**src/rtl/seq_pkg.sv**
```systemverilog
// Shared definitions for the serial sequence feeder and detector harnesses.
package seq_pkg;

    // Serializer FSM encodings
    typedef enum logic {
        IDLE  = 1'b0,
        SHIFT = 1'b1
    } state_e;

    // Default word width, shared with the detector test harnesses
    localparam int unsigned SEQ_WIDTH = 8;

endpackage : seq_pkg

```
**src/rtl/seq_bit_serializer.sv**
```systemverilog
// Parallel-to-serial feeder: accepts words over valid/ready and emits one bit
// per enabled clock, with seamless back-to-back words and a stall input.
module seq_bit_serializer
    import seq_pkg::*;
#(
    parameter int unsigned WIDTH     = SEQ_WIDTH,
    parameter bit          MSB_FIRST = 1'b1,
    parameter logic        IDLE_BIT  = 1'b0
) (
    input  logic             clk,
    input  logic             rst,
    input  logic [WIDTH-1:0] word_in,
    input  logic             word_valid,
    output logic             word_ready,
    input  logic             shift_en,
    output logic             bit_out,
    output logic             bit_valid,
    output logic             busy
);

    localparam int unsigned    CW       = $clog2(WIDTH);
    localparam logic [CW-1:0]  CNT_LAST = CW'(WIDTH - 1);

    state_e           state_q, state_d;
    logic [WIDTH-2:0] sreg_q, sreg_d;
    logic [CW-1:0]    cnt_q, cnt_d;
    logic             bit_out_q, bit_out_d;
    logic             bit_valid_q, bit_valid_d;

    logic             accept;
    logic             load_bit;
    logic [WIDTH-2:0] load_rest;
    logic             next_bit;
    logic [WIDTH-2:0] sreg_shifted;

    // Bit ordering: the shift register always holds the not-yet-sent bits,
    // with the next one to send at the "send end" chosen by MSB_FIRST.
    if (MSB_FIRST) begin : g_msb_first
        assign load_bit     = word_in[WIDTH-1];
        assign load_rest    = word_in[WIDTH-2:0];
        assign next_bit     = sreg_q[WIDTH-2];
        assign sreg_shifted = sreg_q << 1;
    end else begin : g_lsb_first
        assign load_bit     = word_in[0];
        assign load_rest    = word_in[WIDTH-1:1];
        assign next_bit     = sreg_q[0];
        assign sreg_shifted = sreg_q >> 1;
    end

    // Ready in IDLE, or on the last enabled bit of a word so the next word follows without a gap
    assign word_ready = (state_q == IDLE) ||
                        ((state_q == SHIFT) && (cnt_q == '0) && shift_en);
    assign accept     = word_valid && word_ready;

    assign bit_out    = bit_out_q;
    assign bit_valid  = bit_valid_q;
    assign busy       = (state_q == SHIFT);

    // Next-state and datapath: load on accept, shift when enabled, hold on stall
    always_comb begin
        state_d     = state_q;
        sreg_d      = sreg_q;
        cnt_d       = cnt_q;
        bit_out_d   = bit_out_q;
        bit_valid_d = bit_valid_q;

        unique case (state_q)
            IDLE: begin
                bit_out_d   = IDLE_BIT;
                bit_valid_d = 1'b0;
                if (accept) begin
                    state_d     = SHIFT;
                    bit_out_d   = load_bit;
                    sreg_d      = load_rest;
                    cnt_d       = CNT_LAST;
                    bit_valid_d = 1'b1;
                end
            end
            SHIFT: begin
                if (shift_en) begin
                    if (cnt_q != '0) begin
                        bit_out_d = next_bit;
                        sreg_d    = sreg_shifted;
                        cnt_d     = cnt_q - CW'(1);
                    end else if (accept) begin
                        bit_out_d   = load_bit;
                        sreg_d      = load_rest;
                        cnt_d       = CNT_LAST;
                        bit_valid_d = 1'b1;
                    end else begin
                        state_d     = IDLE;
                        bit_out_d   = IDLE_BIT;
                        bit_valid_d = 1'b0;
                    end
                end
            end
            default: begin
                state_d     = IDLE;
                bit_out_d   = IDLE_BIT;
                bit_valid_d = 1'b0;
            end
        endcase
    end

    // State and datapath registers; reset drops any word in flight
    always_ff @(posedge clk or negedge rst) begin
        if (!rst) begin
            state_q     <= IDLE;
            sreg_q      <= '0;
            cnt_q       <= '0;
            bit_out_q   <= IDLE_BIT;
            bit_valid_q <= 1'b0;
        end else begin
            state_q     <= state_d;
            sreg_q      <= sreg_d;
            cnt_q       <= cnt_d;
            bit_out_q   <= bit_out_d;
            bit_valid_q <= bit_valid_d;
        end
    end

endmodule : seq_bit_serializer
```
**config.mk**
```make
export PLATFORM = sky130hd
export DESIGN_NAME = seq_bit_serializer
export DESIGN_NICKNAME = d
export VERILOG_FILES = /design/src/rtl/seq_pkg.sv /design/src/rtl/seq_bit_serializer.sv
export SDC_FILE = /design/constraint.sdc
export NUM_CORES = 1
export LEC_CHECK = 0
export ABC_CLOCK_PERIOD_IN_PS = 2100
export CAP_MARGIN = 10
export CORE_UTILIZATION = 49
export CTS_BUF_LIST = sky130_fd_sc_hd__clkbuf_4 sky130_fd_sc_hd__clkbuf_8
export CTS_CLUSTER_SIZE = 30
export DETAILED_ROUTE_END_ITERATION = 7
export PLACE_DENSITY = 0.82
export SLEW_MARGIN = 40
export SYNTH_ARGS = -nofsm -noshare
export SYNTH_HDL_FRONTEND = slang
export SYNTH_SLANG_ARGS = --single-unit
```
**constraint.sdc**
```tcl
create_clock -name clk -period 2.1 [get_ports clk]
set_input_delay 0.315 -clock clk [delete_from_list [all_inputs] [get_ports clk]]
set_output_delay 0.315 -clock clk [all_outputs]
set_load 0.01 [all_outputs]
```
==> impl_metrics.csv, run 1 <==
group,metric,value,unit
drt,drc,0,
synthesis,synth_area_leaders,"dfrtp_1 49%, a221o_1 11%, nor3b_1 6.8%",
floorplan,die_area,1499,µm²
critical_path,critPathMaxFanout,10,
timing,drv_slew,0,
finish,instances_no_fill,88,
placement,gp_congestion,0.6997,
drt,num_vias,519,
finish,fin_nets,89,
timing,hold_violations,0,
placement,placed_cells,84,
timing,fin_skew,0.001076,ns
finish,layout-drive-gt1-share,17.57,%
timing,timing.final.crit_share,85.31,%
timing,hold_slack,0.4052,ns
clock_tree,cts_root_buffer,"clkbuf_4",
timing,final-setup-viol-count,0,
synthesis,synth_top_area_share,49.24,%
clock_tree,clk_pin_slew_worst_paths,0.08,ns
global_route,grt_overflow_total,0,
floorplan,initial_core_util,55.70,%
critical_path,worstPathRequired,1.78,ns
global_route,antenna_found_initial,0,
global_route,grt_pass1_vias,478,
flow_run,max_cap_violations,0,
drt,viasPerCell,5.898,
timing,rsz0062_at_grt,"no",
drt,drt_iter0_drc,14,
critical_path,crit_buf_inv,1,
timing,worstMarginPinSlew,0.5759,ns
pwr,leakagePower,0.0004116,µW
timing,fin_setup_tns,0,ns
critical_path,critPathLaunch,"busy$_DFF_PN0_",
synthesis,synthCells,54,
critical_path,r2r_setup_slack,0.46,ns
placement,place_hpwl,960.7,µm
pwr,max-vdd-ir-drop,0.5636,mV
clock_tree,cts_buffer_depth,2,
clock_tree,cts_buffers,3,
synthesis,synth_area,660.6,µm²
critical_path,r2r-end,"sreg_q[3]$_DFFE_PN0P_",
finish,diodes,0,
synthesis,synth_cell_types,25,
synthesis,netlist_top_cells_count,"13 x dfrtp_1, 7 x a221o_1, 6 x nor3b_1, 3 x inv_1",
clock_tree,clock_latency,0.27,ns
finish,nFillCells,85,
floorplan,ios,16,
global_route,grt_max_degree,14,
critical_path,reg2reg_depth,6,
global_route,track_usage,21.73,%
critical_path,path_cells,"clkdlybuf4s50_1",
floorplan,coreArea,1186,µm²
timing,fin_crit,1.792,ns
floorplan,rows,12,
status,status,"complete, no violations",
global_route,grt_pass1_wl,2104,µm
drt,wire_per_inst,14.82,µm
critical_path,cp_slowest_cell,"clkdlybuf4s50_1",
floorplan,die_h,38.72,µm
finish,multi_input_area,301.5,µm²
critical_path,cp.depth,1,
critical_path,max_stage_delay,0.62,ns
critical_path,r2r_start,"cnt_q[0]$_DFFE_PN0P_",
critical_path,cpLargestDelayFamily,"buffers and inverters",
floorplan,die_w,38.72,µm
synthesis,synth_edf_count,0,
placement,place_ws,0.2636,ns
clock_tree,clock-sinks,13,
clock_tree,tritoncts,"built",
synthesis,synthFlopType,"dfrtp_1",
placement,place_area,828.3,µm²
timing,max_freq,0.5582,GHz
critical_path,crit_type,"register to output port",
synthesis,async_flop_share,100.0,%
timing,max_slew_margin,61.49,%
hold_path,hold_path.class,"input pin to async pin",
synthesis,synth_nets,68,
synthesis,synth_seq_cells,13,
clock_tree,cts_max_level,1,
finish,area_growth,30.30,%
synthesis,synth-seq-area-share,49.24,%
drt,ant_nets,0,
drt,firstDrtPassIters,4,
synthesis,syn_area_per_cell,12.23,µm²
timing,finalWorstSetupSlack,0.3084,ns
synthesis,yosys_warnings,0,
critical_path,cp-start-kind,"register",
finish,regArea,325.3,µm²
critical_path,worstSetupEndpointType,"output port",
pwr,p_per_area,1143,nW/µm²
drt,drt_wl_total,1304,µm
critical_path,critical_path.endpoint,"busy",
clock_tree,post_cts_buffers,0,
critical_path,crit_arrival,1.48,ns
finish,final_area,860.8,µm²
synthesis,synth_most_common_cell,"dfrtp_1",
synthesis,synth_top_area_cell,"dfrtp_1",
placement,io_buffer_count,15,
-- report_power, final --
| group | switching (µW) | internal (µW) |
|---|---|---|
| combinational | 169 | 232 |
| sequential | 65.5 | 350 |
| clock | 80.9 | 86.5 |
-- worst min-delay path by stage --
| stage | start | endpoint | slack [ns] | depth (start not counted) |
|---|---|---|---|---|
| after floorplan | rst | bit_out$_DFFE_PN0P_ | 0.02 | 0 |
| after global placement | sreg_q[0]$_DFFE_PN0P_ | sreg_q[0]$_DFFE_PN0P_ | 0.49 | 1 |
| after detailed placement | sreg_q[0]$_DFFE_PN0P_ | sreg_q[0]$_DFFE_PN0P_ | 0.49 | 1 |
| after CTS | rst | cnt_q[0]$_DFFE_PN0P_ | 0.42 | 1 |
| after global routing | rst | cnt_q[0]$_DFFE_PN0P_ | 0.44 | 1 |
| final | rst | sreg_q[5]$_DFFE_PN0P_ | 0.41 | 1 |
-- routing by layer --
layer	track usage, %	up-vias	part of all wire [%]
li1	-	248	-
met1	28.15	258	47
met2	32.50	13	48
met3	8.671	0	4.4
met4	7.759	0	0
met5	0	-	0
-- cell usage in the layout (no fill, tap or decap), types with 2 or more instances in the layout --
| cell | n |
|---|---|
| ha_1 | 2 |
| a221o_1 | 7 |
| nor3b_1 | 6 |
| o21ai_0 | 2 |
| dfrtp_1 | 13 |
| clkdlybuf4s50_1 | 14 |
| nand2_1 | 2 |
| inv_1 | 3 |
| clkbuf_4 | 4 |
| buf_4 | 3 |
-- what timing repair did --
action	CTS	global route
setup endpoints to repair	0	1
hold buffers	0	0
gates resized for setup	0	1
-- metrics by stage --
| step | power, µW | util [%] |
|---|---|---|
| 2_1_floorplan | 685.1 | - |
| 3_3_place_gp | 812.6 | 69.83 |
| 3_5_place_dp | 825.2 | 69.83 |
| 4_1_cts | 998.3 | 72.36 |
| 5_1_grt | 1054 | 72.57 |
| 6_report | 984.0 | 72.57 |
-- area by class of cell --
cell class                      instances  share of cell area [%]
Sequential cell                        13                   37.79
Multi-Input combinational cell         36                   35.03
Timing Repair Buffer                   18                   20.35
Clock buffer                            4                   3.488
Tap cell                               14                   2.035
Inverter                                3                   1.308
-- flip-flops by register name, summed over array words and instances, names as in the netlist --
| register | flops |
|---|---|
| cnt_q | 3 |
| bit_valid | 1 |
| sreg_q | 7 |
| bit_out | 1 |
| busy | 1 |
-- cell families (layout without fill, tap and decap cells) --
group                    Yosys count  after routing  share of synthesized area (%)
multiplexers                       1              1                          1.515
AND/OR/NAND/NOR                   17             17                          17.05
buffers and inverters              5             25                          5.113
AO/OA/AOI/OAI                     16             16                          23.30
adder cells (fa/ha/maj)            2              2                          3.787
flip-flops                        13             13                          49.24
No activity file was read; power rests on OpenSTA's default activity.
==> run 2, diff against run 1 <==
--- a/config.mk
+++ b/config.mk
@@ -11,7 +11,8 @@
 export CTS_BUF_LIST = sky130_fd_sc_hd__clkbuf_4 sky130_fd_sc_hd__clkbuf_8
 export CTS_CLUSTER_SIZE = 30
 export DETAILED_ROUTE_END_ITERATION = 7
-export PLACE_DENSITY = 0.82
+export PLACE_DENSITY = 0.8
+export SKIP_CTS_REPAIR_TIMING = 1
 export SLEW_MARGIN = 40
 export SYNTH_ARGS = -nofsm -noshare
 export SYNTH_HDL_FRONTEND = slang
==> run 2 against run 1 <==
Clock power decreased by 2%. Setup slack lost 0.0020 ns. Core utilization unchanged. Combinational power up 2%. Sequential power hardly changed. Total power is 0.41% higher. Sequential share of layout area is the same. Wire length rose by 0.69%. Via count grew 0.77%. Flip-flop and latch count unchanged. Register-to-register slack got worse by 0.02 ns. Largest cell class unchanged. Highest routed layer is now met4.
==> impl_metrics.csv, run 2 (synthesis gave the netlist of run 1 again) <==
group,metric,value,unit
finish,diodes,0,
critical_path,cp_slowest_cell,"clkdlybuf4s50_1",
floorplan,initial_core_util,55.70,%
clock_tree,cts_buffer_depth,2,
pwr,switching_share,32.17,%
critical_path,reg2reg_depth,6,
clock_tree,tritoncts,"built",
placement,place_hpwl,925.3,µm
pwr,leakagePower,0.0004116,µW
finish,final_cell_mix,"14 x clkdlybuf4s50_1, 13 x dfrtp_1, 7 x a221o_1",
timing,timing.final.crit_share,85.41,%
drt,wire_per_inst,14.92,µm
flow_run,max_cap_violations,0,
critical_path,crit_type,"register to output port",
floorplan,die_w,38.72,µm
critical_path,cpLargestDelayFamily,"buffers and inverters",
pwr,p_per_area,1148,nW/µm²
clock_tree,cts_max_level,1,
clock_tree,clock_latency,0.27,ns
global_route,grt_pass1_wl,2214,µm
critical_path,r2r_start,"cnt_q[0]$_DFFE_PN0P_",
clock_tree,cts_root_buffer,"clkbuf_4",
timing,worstMarginPinSlew,0.5681,ns
hold_path,hold_path.class,"input pin to async pin",
finish,nFillCells,86,
drt,ant_nets,0,
floorplan,rows,12,
timing,rsz0062_at_grt,"no",
critical_path,r2r-end,"sreg_q[6]$_DFFE_PN0P_",
pwr,intPower,670.2,µW
placement,io_buffer_count,15,
critical_path,critPathMaxFanout,10,
pwr,max-vdd-ir-drop,0.6172,mV
timing,max_slew_margin,62.00,%
timing,final-setup-viol-count,0,
global_route,grt_pass1_vias,489,
finish,largest-register,"sreg_q",
global_route,grt_overflow_total,0,
timing,fin_skew,0.004722,ns
floorplan,coreArea,1186,µm²
global_route,antenna_found_initial,0,
pwr,netSwitchingPower,317.8,µW
finish,largest_reg_flops,7,
floorplan,die_area,1499,µm²
critical_path,cp-start-kind,"register",
finish,area_growth,30.30,%
finish,layout-drive-gt1-share,17.57,%
pwr,clockPowerShare,16.5,%
finish,instances_no_fill,88,
clock_tree,clk_pin_slew_worst_paths,0.08,ns
drt,drt_iter0_drc,7,
drt,num_vias,523,
pwr,pwr-share-comb,41.3,%
pwr,seq_power_share,42.2,%
critical_path,r2r_setup_slack,0.44,ns
critical_path,cp.depth,1,
critical_path,worstPathRequired,1.78,ns
placement,place_ws,0.2527,ns
critical_path,path_cells,"clkdlybuf4s50_1",
clock_tree,clock-sinks,13,
critical_path,worstSetupEndpointType,"output port",
placement,gp_congestion,0.6514,
finish,final_common_cell,"clkdlybuf4s50_1",
floorplan,ios,16,
finish,top_regs,"sreg_q x7, cnt_q x3",
drt,drt_wl_total,1313,µm
timing,fin_setup_tns,0,ns
timing,max_freq,0.5576,GHz
global_route,grt_max_degree,14,
critical_path,crit_buf_inv,1,
timing,drv_slew,0,
status,status,"complete, no violations",
critical_path,crit_arrival,1.48,ns
timing,hold_violations,0,
drt,viasPerCell,5.943,
placement,placed_cells,84,
drt,drc,0,
drt,firstDrtPassIters,4,
finish,fin_nets,89,
critical_path,critPathLaunch,"busy$_DFF_PN0_",
floorplan,die_h,38.72,µm
timing,finalWorstSetupSlack,0.3065,ns
timing,fin_crit,1.794,ns
clock_tree,cts_buffers,3,
critical_path,max_stage_delay,0.62,ns
finish,final_core_util,72.57,%
global_route,track_usage,22.26,%
run 2: cell counts in the layout (fill, tap and decap cells not counted):
No cell type changed its count.
run 2: final cells by class:
cell class              instances  area [µm²]  area share (%)
clock buffers                   4       30.03           3.488
flip-flops and latches         13       325.3           37.79
inverters                       3       11.26           1.308
repair buffers                 18       175.2           20.35
multi-input cells              36       301.5           35.03
well taps                      14       17.52           2.035
run 2: layer usage:
metal	global-route usage, %	wire length (µm)	share of wire [%]
met5	0	0	0
met4	10.34	4	0.30
met3	3.468	60	4.6
met2	34.17	660	50
met1	30.40	588	45
run 2: power groups by stage:
| stage | Combinational, µW | Clock (µW) | Sequential (µW) |
|---|---|---|---|
| final | 408 | 163 | 417 |
| after global routing | 454 | 185 | 426 |
| after CTS | 413 | 170 | 415 |
| after detailed placement | 406 | 0 | 417 |
| after global placement | 393 | 0 | 414 |
| after floorplan | 279 | 0 | 406 |
run 2: worst max path at each step:
stage	endpoint	slack [ns]
after floorplan	sreg_q[6]$_DFFE_PN0P_	0.61
after global placement	word_ready	0.25
after detailed placement	word_ready	0.25
after CTS	word_ready	0.06
after global routing	busy	0.26
final	busy	0.31
run 2: per-stage QoR:
stage,instance area [µm²],power (µW),hold WS (ns)
4_1_cts,858.3,998.0,0.4151
5_1_grt,860.8,1065,0.4461
3_3_place_gp,828.3,807.4,0.4850
3_5_place_dp,828.3,823.0,0.4881
2_1_floorplan,660.6,685.1,0.01941
6_report,860.8,988.0,0.4059
